==> config.mk <==
export PLATFORM = sky130hd
export DESIGN_NAME = rom_dumper
export DESIGN_NICKNAME = d
export VERILOG_FILES = /design/src/rtl/rom_dumper.sv
export SDC_FILE = /design/constraint.sdc
export NUM_CORES = 1
export LEC_CHECK = 0
export CAP_MARGIN = 20
export CORE_ASPECT_RATIO = 1.2
export CORE_MARGIN = 5
export CORE_UTILIZATION = 49
export DETAILED_ROUTE_END_ITERATION = 7
export GPL_TIMING_DRIVEN = 0
export HOLD_SLACK_MARGIN = 0.05
export PLACE_DENSITY = 0.79
export SLEW_MARGIN = 20
export SYNTH_ARGS = -nofsm -noshare
export SYNTH_HDL_FRONTEND = slang
export SYNTH_SLANG_ARGS = --single-unit
==> constraint.sdc <==
create_clock -name sys_clk -period 3.5 [get_ports sys_clk]
set_clock_uncertainty 0.05 [all_clocks]
set_input_delay 0.7 -clock sys_clk [delete_from_list [all_inputs] [get_ports sys_clk]]
set_output_delay 0.7 -clock sys_clk [all_outputs]
set_load 0.01 [all_outputs]
==> src/rtl/rom_dumper.sv <==
// rom_dumper
//
// Read-back engine for SDRAM ROM regions written by the ROM loader. A start
// pulse streams `size` bytes of the region at `base_addr` out through the HPS
// ioctl upload interface. It uses the loader's byte-to-word mapping, including
// the optional 64-byte reorder, so the uploaded stream comes out in the byte
// order that was originally downloaded.
//
// Ports:
//   sys_clk     - system clock (only clock)
//   reset       - synchronous, active-high reset
//   start       - one-cycle pulse that begins a dump (ignored while busy)
//   base_addr   - byte base address of the region (bit 0 ignored)
//   size        - number of bytes to dump
//   reorder_64  - selects the loader's 64-byte reorder address mapping
//   busy        - high while a dump is in progress
//   done        - one-cycle pulse when the last byte is taken, or on start with size 0
//   sdr_addr    - SDRAM word address (byte address bits [24:1])
//   sdr_req     - read request level, held until sdr_rdy
//   sdr_rdy     - read complete; sdr_q is valid in the same cycle
//   sdr_q       - SDRAM read data
//   ioctl_rd    - HPS strobe that consumes the current byte
//   ioctl_din   - current byte presented to the HPS
//   ioctl_wait  - high while the current byte is not yet valid
module rom_dumper #(
    parameter int SIZE_W = 25
) (
    input  logic              sys_clk,
    input  logic              reset,
    input  logic              start,
    input  logic [24:0]       base_addr,
    input  logic [SIZE_W-1:0] size,
    input  logic              reorder_64,
    output logic              busy,
    output logic              done,
    output logic [23:0]       sdr_addr,
    output logic              sdr_req,
    input  logic              sdr_rdy,
    input  logic [15:0]       sdr_q,
    input  logic              ioctl_rd,
    output logic [7:0]        ioctl_din,
    output logic              ioctl_wait
);

    typedef enum logic [1:0] {
        IDLE,
        FETCH,
        HOLD
    } state_t;

    state_t            state;
    state_t            state_next;

    logic [23:0]       base_word;
    logic [SIZE_W-1:0] size_lat;
    logic              reorder_lat;
    logic [SIZE_W-1:0] offset;
    logic [SIZE_W-1:0] offset_next;
    logic [15:0]       word_buf;

    logic              accept_start;
    logic              start_empty;
    logic              fetch_hit;
    logic              byte_taken;
    logic              last_byte;

    // Regions are word aligned, so the low byte-address bit carries no meaning.
    logic              unused_base_lsb;
    assign unused_base_lsb = base_addr[0];

    // Word offset that a byte offset lands on. The reorder variant reproduces
    // the loader's shuffle within each 64-word block; the byte lane itself is
    // always selected by off[0].
    function automatic logic [23:0] word_term(input logic [24:0] off, input logic reo);
        logic [23:0] term;
        if (reo) begin
            term = {off[24:7], off[5:2], off[6], off[1]};
        end else begin
            term = off[24:1];
        end
        return term;
    endfunction

    // State register.
    always_ff @(posedge sys_clk) begin
        if (reset) begin
            state <= IDLE;
        end else begin
            state <= state_next;
        end
    end

    // Next-state logic and the handshake-level outputs. sdr_req and
    // ioctl_wait are pure state decodes, so a reset drops both on the very
    // edge that returns the machine to IDLE.
    always_comb begin
        state_next   = state;
        accept_start = 1'b0;
        start_empty  = 1'b0;
        fetch_hit    = 1'b0;
        byte_taken   = 1'b0;
        last_byte    = 1'b0;
        offset_next  = offset + SIZE_W'(1);

        unique case (state)
            IDLE: begin
                if (start) begin
                    accept_start = 1'b1;
                    if (size == '0) begin
                        start_empty = 1'b1;
                    end else begin
                        state_next = FETCH;
                    end
                end
            end
            FETCH: begin
                if (sdr_rdy) begin
                    fetch_hit  = 1'b1;
                    state_next = HOLD;
                end
            end
            HOLD: begin
                if (ioctl_rd) begin
                    byte_taken = 1'b1;
                    if (offset == size_lat - SIZE_W'(1)) begin
                        last_byte  = 1'b1;
                        state_next = IDLE;
                    end else if (offset[0]) begin
                        // Both bytes of the buffered word used: next word needs SDRAM.
                        state_next = FETCH;
                    end
                end
            end
            default: begin
                state_next = IDLE;
            end
        endcase
    end

    assign busy       = (state != IDLE);
    assign sdr_req    = (state == FETCH);
    assign ioctl_wait = (state == FETCH);
    assign ioctl_din  = offset[0] ? word_buf[15:8] : word_buf[7:0];

    // Datapath: latched job parameters, byte offset, word buffer and the SDRAM
    // address. The address is computed on the edge that enters FETCH so it is
    // already stable in the first request cycle, and it is left untouched once
    // the dump ends.
    always_ff @(posedge sys_clk) begin
        if (reset) begin
            base_word   <= '0;
            size_lat    <= '0;
            reorder_lat <= 1'b0;
            offset      <= '0;
            word_buf    <= '0;
            sdr_addr    <= '0;
            done        <= 1'b0;
        end else begin
            done <= start_empty | last_byte;

            if (accept_start) begin
                base_word   <= base_addr[24:1];
                size_lat    <= size;
                reorder_lat <= reorder_64;
                offset      <= '0;
                if (!start_empty) begin
                    sdr_addr <= base_addr[24:1];
                end
            end

            if (fetch_hit) begin
                word_buf <= sdr_q;
            end

            if (byte_taken && !last_byte) begin
                offset <= offset_next;
                if (offset[0]) begin
                    sdr_addr <= base_word + word_term(25'(offset_next), reorder_lat);
                end
            end
        end
    end

endmodule

Word-level counts from Yosys, hierarchy flattened
Index checks and enable logic that the tools add are counted.
{ "op_classes": {"add_sub_neg": 3, "n_mul": 0, "div": 0, "order_cmp": 0, "eq_ne": 8, "shifts": 0, "muxes": 30, "bitwise": 1, "reduce_logical": 7} }
{ "ops": {"columns": ["operator", "n"], "rows": [
  ["2-to-1 mux 24 bit", 7],
  ["2-to-1 mux 25 bit", 2],
  ["adder 25 x 1 -> 25 bit, second input constant", 1],
  ["== test 25 bit", 1],
  ["logical NOT 25 bit", 1],
  ["subtractor 25 x 1 -> 25 bit, second input constant", 1],
  ["adder 24 bit", 1],
  ["2-to-1 mux 1 bit", 12],
  ["2-to-1 mux 2 bit", 6],
  ["2-to-1 mux 8 bit", 1],
  ["inequality test 2 bit, second input constant", 4],
  ["2-to-1 mux 6 bit", 1],
  ["case mux 2 bit (3 select lines)", 1],
  ["AND reduction 5 bit", 1],
  ["nonzero test 2 bit", 2],
  ["inequality test 3 bit, second input constant", 1],
  ["== test 2 x 1 -> 1 bit, second input constant", 1],
  ["== test 2 bit, second input constant", 1],
  ["logical NOT 2 bit", 1],
  ["logical AND 1 bit", 1],
  ["logical NOT 1 bit", 1],
  ["bitwise OR 1 bit", 1]
]} }
{ "word_totals": {"register_bits": 118, "latch_bits": 0, "mem_bits_rw": 0, "romBits": 0, "inputBits": 72, "out_inout_bits": 36, "n_memories": 0} }

Logic depth before layout (Yosys ltp)
Gate-level depths: netlist (run 1).
{ "logic_depth": {"depth_word": 12, "mapped_depth": 16} }

Least setup slack after synthesis (run 1)
OpenSTA, ideal clock, no wires.
{ "synth_path": {"kind": "register -> register", "from": "register offset[0]", "to": "register sdr_addr[23]", "setup_ps": 86, "arrival_time_ps": 3316, "setup_slack_ps": 48, "path_stages_with_launch": 16, "n_path_buf": 1, "path_cell_list": "dfxtp_1 ha_1 nand3_1 nor3_1 and4_1 clkbuf_1 nand3_1 xnor2_1 ha_1 a21oi_1 nor2b_1 or3_1 nor3b_1 a221oi_1 xnor2_1 a211oi_1"} }
{ "synth_via": {"elab_chain_cells": 8, "elab_cells_between_ends": 14, "cone_classes": "2 x add/sub; 1 x eq/ne; 9 x mux; 2 x reduce/logical"} }
{ "synth_lines": {"columns": ["item", "line", "rtl"], "rows": [
  ["start, declared", "57", "logic [SIZE_W-1:0] offset;"],
  ["start signal, assigned", "176", "offset <= offset_next;"],
  ["adder 25 x 1 -> 25 bit", "103", "offset_next = offset + SIZE_W'(1);"],
  ["2-to-1 mux 6 bit", "76", "if (reo) begin"],
  ["2-to-1 mux 24 bit", "177", "if (offset[0]) begin"],
  ["2-to-1 mux 24 bit", "175", "if (byte_taken && !last_byte) begin"],
  ["2-to-1 mux 24 bit", "150", "if (reset) begin"],
  ["adder 24 bit", "178", "sdr_addr <= base_word + word_term(25'(offset_next), reorder_lat);"],
  ["2-to-1 mux 24 bit", "177", null],
  ["2-to-1 mux 24 bit *", "175", null],
  ["end signal, assigned", "167", "sdr_addr <= base_addr[24:1];"],
  ["end signal, assigned", "178", null],
  ["end, declared", "36", "output logic [23:0] sdr_addr,"]
]} }
Mark *: on every way between the ends. The rest lies on a longest branch, timed or not. The select of a mux whose other input is x is not followed.
A chain may end at the register's enable or synchronous reset.

Worst setup path in the final report (run 1)
Same ends and word-level chain as after synthesis.

==> results of run 1 <==
[final timing paths]
| kind | from | to | slack, ns | cells past startpoint |
|---|---|---|---|---|
| min reg2reg | word_buf[6] | word_buf[6] | 0.40 | 2 |
| max | offset[0] | sdr_addr[23] | 0.05 | 14 |
| min | word_buf[6] | word_buf[6] | 0.40 | 2 |
| max reg2reg | offset[0] | sdr_addr[23] | 0.05 | 14 |
[cell type report]
cell class | instances | area (sq um) | share of cell area
repair buffers | 115 | 1126 | 0.1164
inverters | 19 | 71.32 | 0.007373
well taps | 204 | 255.2 | 0.02639
multi-input cells | 735 | 4945 | 0.5112
clock inverters | 11 | 175.2 | 0.01811
flip-flops and latches | 118 | 2385 | 0.2465
plain buffers | 60 | 259.0 | 0.02678
clock buffers | 20 | 456.7 | 0.04721
[worst register-to-register path: stages, from the launching register on]
cell      delay [ns]
dfxtp_4         0.39
ha_2            0.22
nand3_4         0.13
nor2_4          0.15
xnor2_2         0.10
a21oi_2         0.26
ha_4            0.26
a211oi_2        0.33
o21ai_2         0.14
a221oi_2        0.35
a21oi_2         0.17
a31oi_2         0.25
a221oi_2        0.12
xnor2_1         0.17
a211oi_1        0.26
[power by group through the flow]
| stage | clock, uW | combinational (uW) | sequential (uW) |
|---|---|---|---|
| floorplan | 0 | 416 | 1490 |
| global placement | 0 | 668 | 1500 |
| detailed placement | 0 | 675 | 1500 |
| CTS | 1880 | 684 | 1470 |
| global route | 1940 | 769 | 1480 |
| finish | 1870 | 708 | 1470 |
[state kept, by name (all words and copies together) (netlist names)]
| name | flops |
|---|---|
| done | 1 |
| base_word | 24 |
| reorder_lat | 1 |
| sdr_addr | 24 |
| size_lat | 25 |
| offset | 25 |
| state | 2 |
| word_buf | 16 |
[what timing repair did]
item | in CTS | in global routing
gates resized for setup | 31 | 47
setup buffers | 2 | 8
hold buffers | 0 | 0
pin swaps | 1 | 15
endpoints found under the setup margin | 21 | 50
[per-stage QoR]
stage | total power [uW] | hold slack [ns] | util
floorplan | 1910 | 0.3829 | -
global placement | 2167 | 0.3898 | 0.5836
detailed placement | 2175 | 0.3968 | 0.5836
CTS | 4038 | 0.4048 | 0.6332
global route | 4192 | 0.4296 | 0.6520
finish | 4056 | 0.4028 | 0.6520
[placed cells by master, fill, tap and decap left out, drive strengths merged, types with 25 or more instances in the layout]
cell type / Yosys / routed
nand2: 161 / 161
dfxtp: 118 / 118
a21oi: 120 / 120
buf: 16 / 26
clkbuf: 49 / 64
xnor2: 51 / 51
ha: 25 / 25
nand3: 35 / 35
nor2: 36 / 36
clkdlybuf4s50: 0 / 105
o21ai: 39 / 39
[metal layers]
metal / vias up / GRT usage / wire, microns
li1: 3629 / - / -
met4: 0 / 0.1038 / 697
met5: - / 0 / 0
met3: 55 / 0.04851 / 1411
met2: 259 / 0.4380 / 11290
met1: 3581 / 0.3162 / 9455
[kinds of logic (layout without fill, tap and decap cells)]
family / count (synthesis) / in the layout / synth area share
simple gates: 341 / 341 / 0.2245
compound gates: 262 / 262 / 0.2263
flops: 118 / 118 / 0.3213
buf+inv: 84 / 225 / 0.04714
xor+xnor: 70 / 70 / 0.08339
mux: 36 / 36 / 0.05208
fa+ha+maj: 26 / 26 / 0.04527
==> reports/qor.csv, run 1 <==
metric,value,unit
synth_edf_count,0,
synth_fp_nets,1035,
hp-class,register to register,
vias_per_cell,5.869,
max-cap-violations,0,
io_buffers,105,
ys_ff_latch,118,
chipWidth,121.8,microns
synth_common_cells,"nand2_1, a21oi_1, dfxtp_1",
vias,7524,
seq_area_frac_synth,0.3213,
min_period_over_period,0.9864,
status,finished clean,
routedWlPerCell,17.83,microns
slew_violations,0,
path_class,register to register,
max_freq,289.7,MHz
cts_tree,yes,
die_h,144.2,microns
grt_setup_unrepaired,true,
antenna_left,0,
grt_pass1_vias,7095,
finalWirelength,22.85,mm
cp-start-kind,register,
final_hold_viol_count,0,
grt_start_max_net_pins,17,
seqPwrFrac,0.363,
stdcell_count,1282,
endpoint_kind,register,
tns,0,ns
nets,1164,
start_util,0.4955,
synth-warning-count,0,
grt_util_all_layers,0.2557,
grt_pass1_wl,35.47,mm
htree_levels,4,
placedCellCount,1246,
clockRootBuffer,clkbuf_16,
worst_slack,0.04775,ns
cp_max_fo,8,
dpl.hpwl,16.56,mm
switching_power,1089,uW
crit_family,compound AO/OA/AOI/OAI gates,
cts_buffers,17,
crit_chain,ha_2 > nand3_4 > nor2_4 > xnor2_2 > a21oi_2 > ha_4 > a211oi_2 > o21ai_2 > a221oi_2 > a21oi_2 > a31oi_2 > a221oi_2 > xnor2_1 > a211oi_1,
drtIter0Drc,552,
leakagePower,0.003727,uW
slowest_delay,0.39,ns
cp.required,3.78,ns
crit_arrival,3.73,ns
period_needed,3.452,ns
grt_overflow,0,
remaining_drc_errors,0,
synth_top_area_share,0.3213,
power.density,419.3,mW/mm^2
switching_share,0.2684,
netlist_instances,937,
maxSlewHeadroom,0.4596,
fillers,1272,
yosysMostFrequentCell,nand2_1,
worst_slew_pin_slew,0.8106,ns
p_int,2967,uW
post-place-ws,-1.111,ns
coreArea,0.01484,sq mm
clock_power_share,0.462,
ys_async_sr_fraction,0,
post_synth_instance_area,0.007352,sq mm
critical_path.slowest_cell,dfxtp_4,
clockBufferDepth,2,
peakVddDrop,353.4,uV
yosysTopAreaCell,dfxtp_1,
final_layout_size_suffix_gt1_frac,0.1308,
avgSynthCellArea,7.846,sq um
ys.flop_type,dfxtp_1,
design_area,0.009673,sq mm
rows,49,
num_io_pins,108,
setup_violations,0,
synthTopCellsByArea,"dfxtp_1, a21oi_1, nand2_1",
clock_latency,0.43,ns
syn_to_final_growth,31.57,%
antenna_found_initial,0,
cts.sinks,118,
die_area,0.01756,sq mm
gp_congestion,0.9337,
path_clk_slew,0.06,ns
combPwrFrac,0.175,
path_buf_inv,0,
n_antenna_cell,0,
drt-pass1-iter-count,5,
synth_cell_types,65,
place_area,0.008658,sq mm
Note: power is estimated with default switching activity, not from simulation.
==> run 2, diff against run 1 <==
CTS_BUF_LIST = sky130_fd_sc_hd__clkbuf_4 sky130_fd_sc_hd__clkbuf_8 sky130_fd_sc_hd__clkbuf_16   (was not set)
SKIP_CTS_REPAIR_TIMING = 1   (was not set)
==> reports/qor.csv, run 2 (synthesis gave the netlist of run 1 again) <==
metric,value,unit
grt_setup_unrepaired,true,
antenna_found_initial,0,
syn_to_final_growth,30.80,%
die_area,0.01756,sq mm
cp.required,3.77,ns
critical_path.slowest_cell,clkdlybuf4s50_1,
cts.sinks,118,
maxSlewHeadroom,0.4645,
slowest_delay,0.52,ns
tns,0,ns
cp-start-kind,primary input,
rows,49,
n_antenna_cell,0,
dpl.hpwl,16.56,mm
power.density,422.2,mW/mm^2
worst_slew_pin_slew,0.8032,ns
gp_congestion,0.9337,
reg_top3,"offset x25, size_lat x25",
peakVddDrop,352.9,uV
hp-start,word_buf[6],
crit_top_cell,clkbuf_2,
remaining_drc_errors,0,
cts_tree,yes,
grt_overflow,0,
max_freq,291.6,MHz
path_clk_slew,0.06,ns
endpoint_kind,register,
num_io_pins,108,
leakagePower,0.003677,uW
routedWlPerCell,17.71,microns
grt_pass1_wl,34.85,mm
path_buf_inv,3,
io_buffers,105,
crit_path_start,size[4],
slew_violations,0,
nets,1162,
clockRootBuffer,clkbuf_16,
chipWidth,121.8,microns
vias,7469,
crit_arrival,3.70,ns
placedCellCount,1246,
min_period_over_period,0.9798,
crit_chain,clkdlybuf4s50_1 > nor4_1 > nand4_1 > o21ai_4 > clkbuf_2 > clkbuf_2 > mux2i_1 > o21ai_0 > o211a_1,
htree_levels,4,
setup_violations,0,
drtIter0Drc,595,
grt_start_max_net_pins,17,
final_hold_viol_count,0,
post-place-ws,-1.111,ns
clockBufferDepth,2,
max-cap-violations,0,
status,finished clean,
cp_max_fo,10,
stdcell_count,1280,
worst_slack,0.07064,ns
rr_startpoint,offset[0],
final_layout_size_suffix_gt1_frac,0.1264,
crit_family,buffers and inverters,
die_h,144.2,microns
grt_util_all_layers,0.2508,
antenna_left,0,
final_cell_mix,"nand2_1, a21oi_1, dfxtp_1",
vias_per_cell,5.835,
clock_latency,0.43,ns
mostFrequentLayoutCell,nand2_1,
path_class,primary input to register,
cts_buffers,17,
finalWirelength,22.66,mm
start_util,0.4955,
fillers,1275,
period_needed,3.429,ns
hp-class,register to register,
p_total,4060,uW
grt_pass1_vias,6990,
drt-pass1-iter-count,5,
timing.hold.ws,0.4028,ns
coreArea,0.01484,sq mm
run 2: cell types whose count changed in the layout (fill, tap and decap cells not counted), sizes merged:
| cell | previous run | this run |
|---|---|---|
| buf | 26 | 24 |
run 2: report_power, final:
group	internal, uW	total (uW)	switching, uW	leakage, uW
clock network	1230	1880	647	0.000306
logic	328	706	378	0.00240
registers	1410	1470	62.2	0.000970
total	2970	4060	1090	0.00368
run 2: worst min-delay path: cells and delay by family, from the launching register on:
family           cells  cell delay, ns
flip-flops           1            0.30
AND/OR/NAND/NOR      1            0.05
AO/OA/AOI/OAI        1            0.05
run 2: path summary, 6_finish.rpt:
path         cells after the start           end  slack [ns]
max                              9  sdr_addr[16]        0.07
min                              2   word_buf[6]        0.40
max reg2reg                     14  sdr_addr[23]        0.08
min reg2reg                      2   word_buf[6]        0.40
run 2: through the flow:
stage,utilization,cell area (sq um)
final,0.6482,9617
after global routing,0.6482,9617
after CTS,0.6264,9294
after detailed placement,0.5836,8658
after global placement,0.5836,8658
after floorplan,-,7352
run 2: metal layers:
metal	up-vias	global-route usage	wire length, microns
met5	-	0	0
met2	262	0.4237	11200
met3	40	0.05282	1471
met4	0	0.1038	595
li1	3616	-	-
met1	3551	0.3111	9396
run 2: layout make-up:
class	count	area, sq um	share of cell area
sequential	118	2385	0.2480
buffer	60	259.0	0.02693
tap	204	255.2	0.02654
clock inverter	11	175.2	0.01821
multi-input combinational	735	4900	0.5095
timing repair buffer	113	1111	0.1155
inverter	19	71.32	0.007416
clock buffer	20	460.4	0.04788
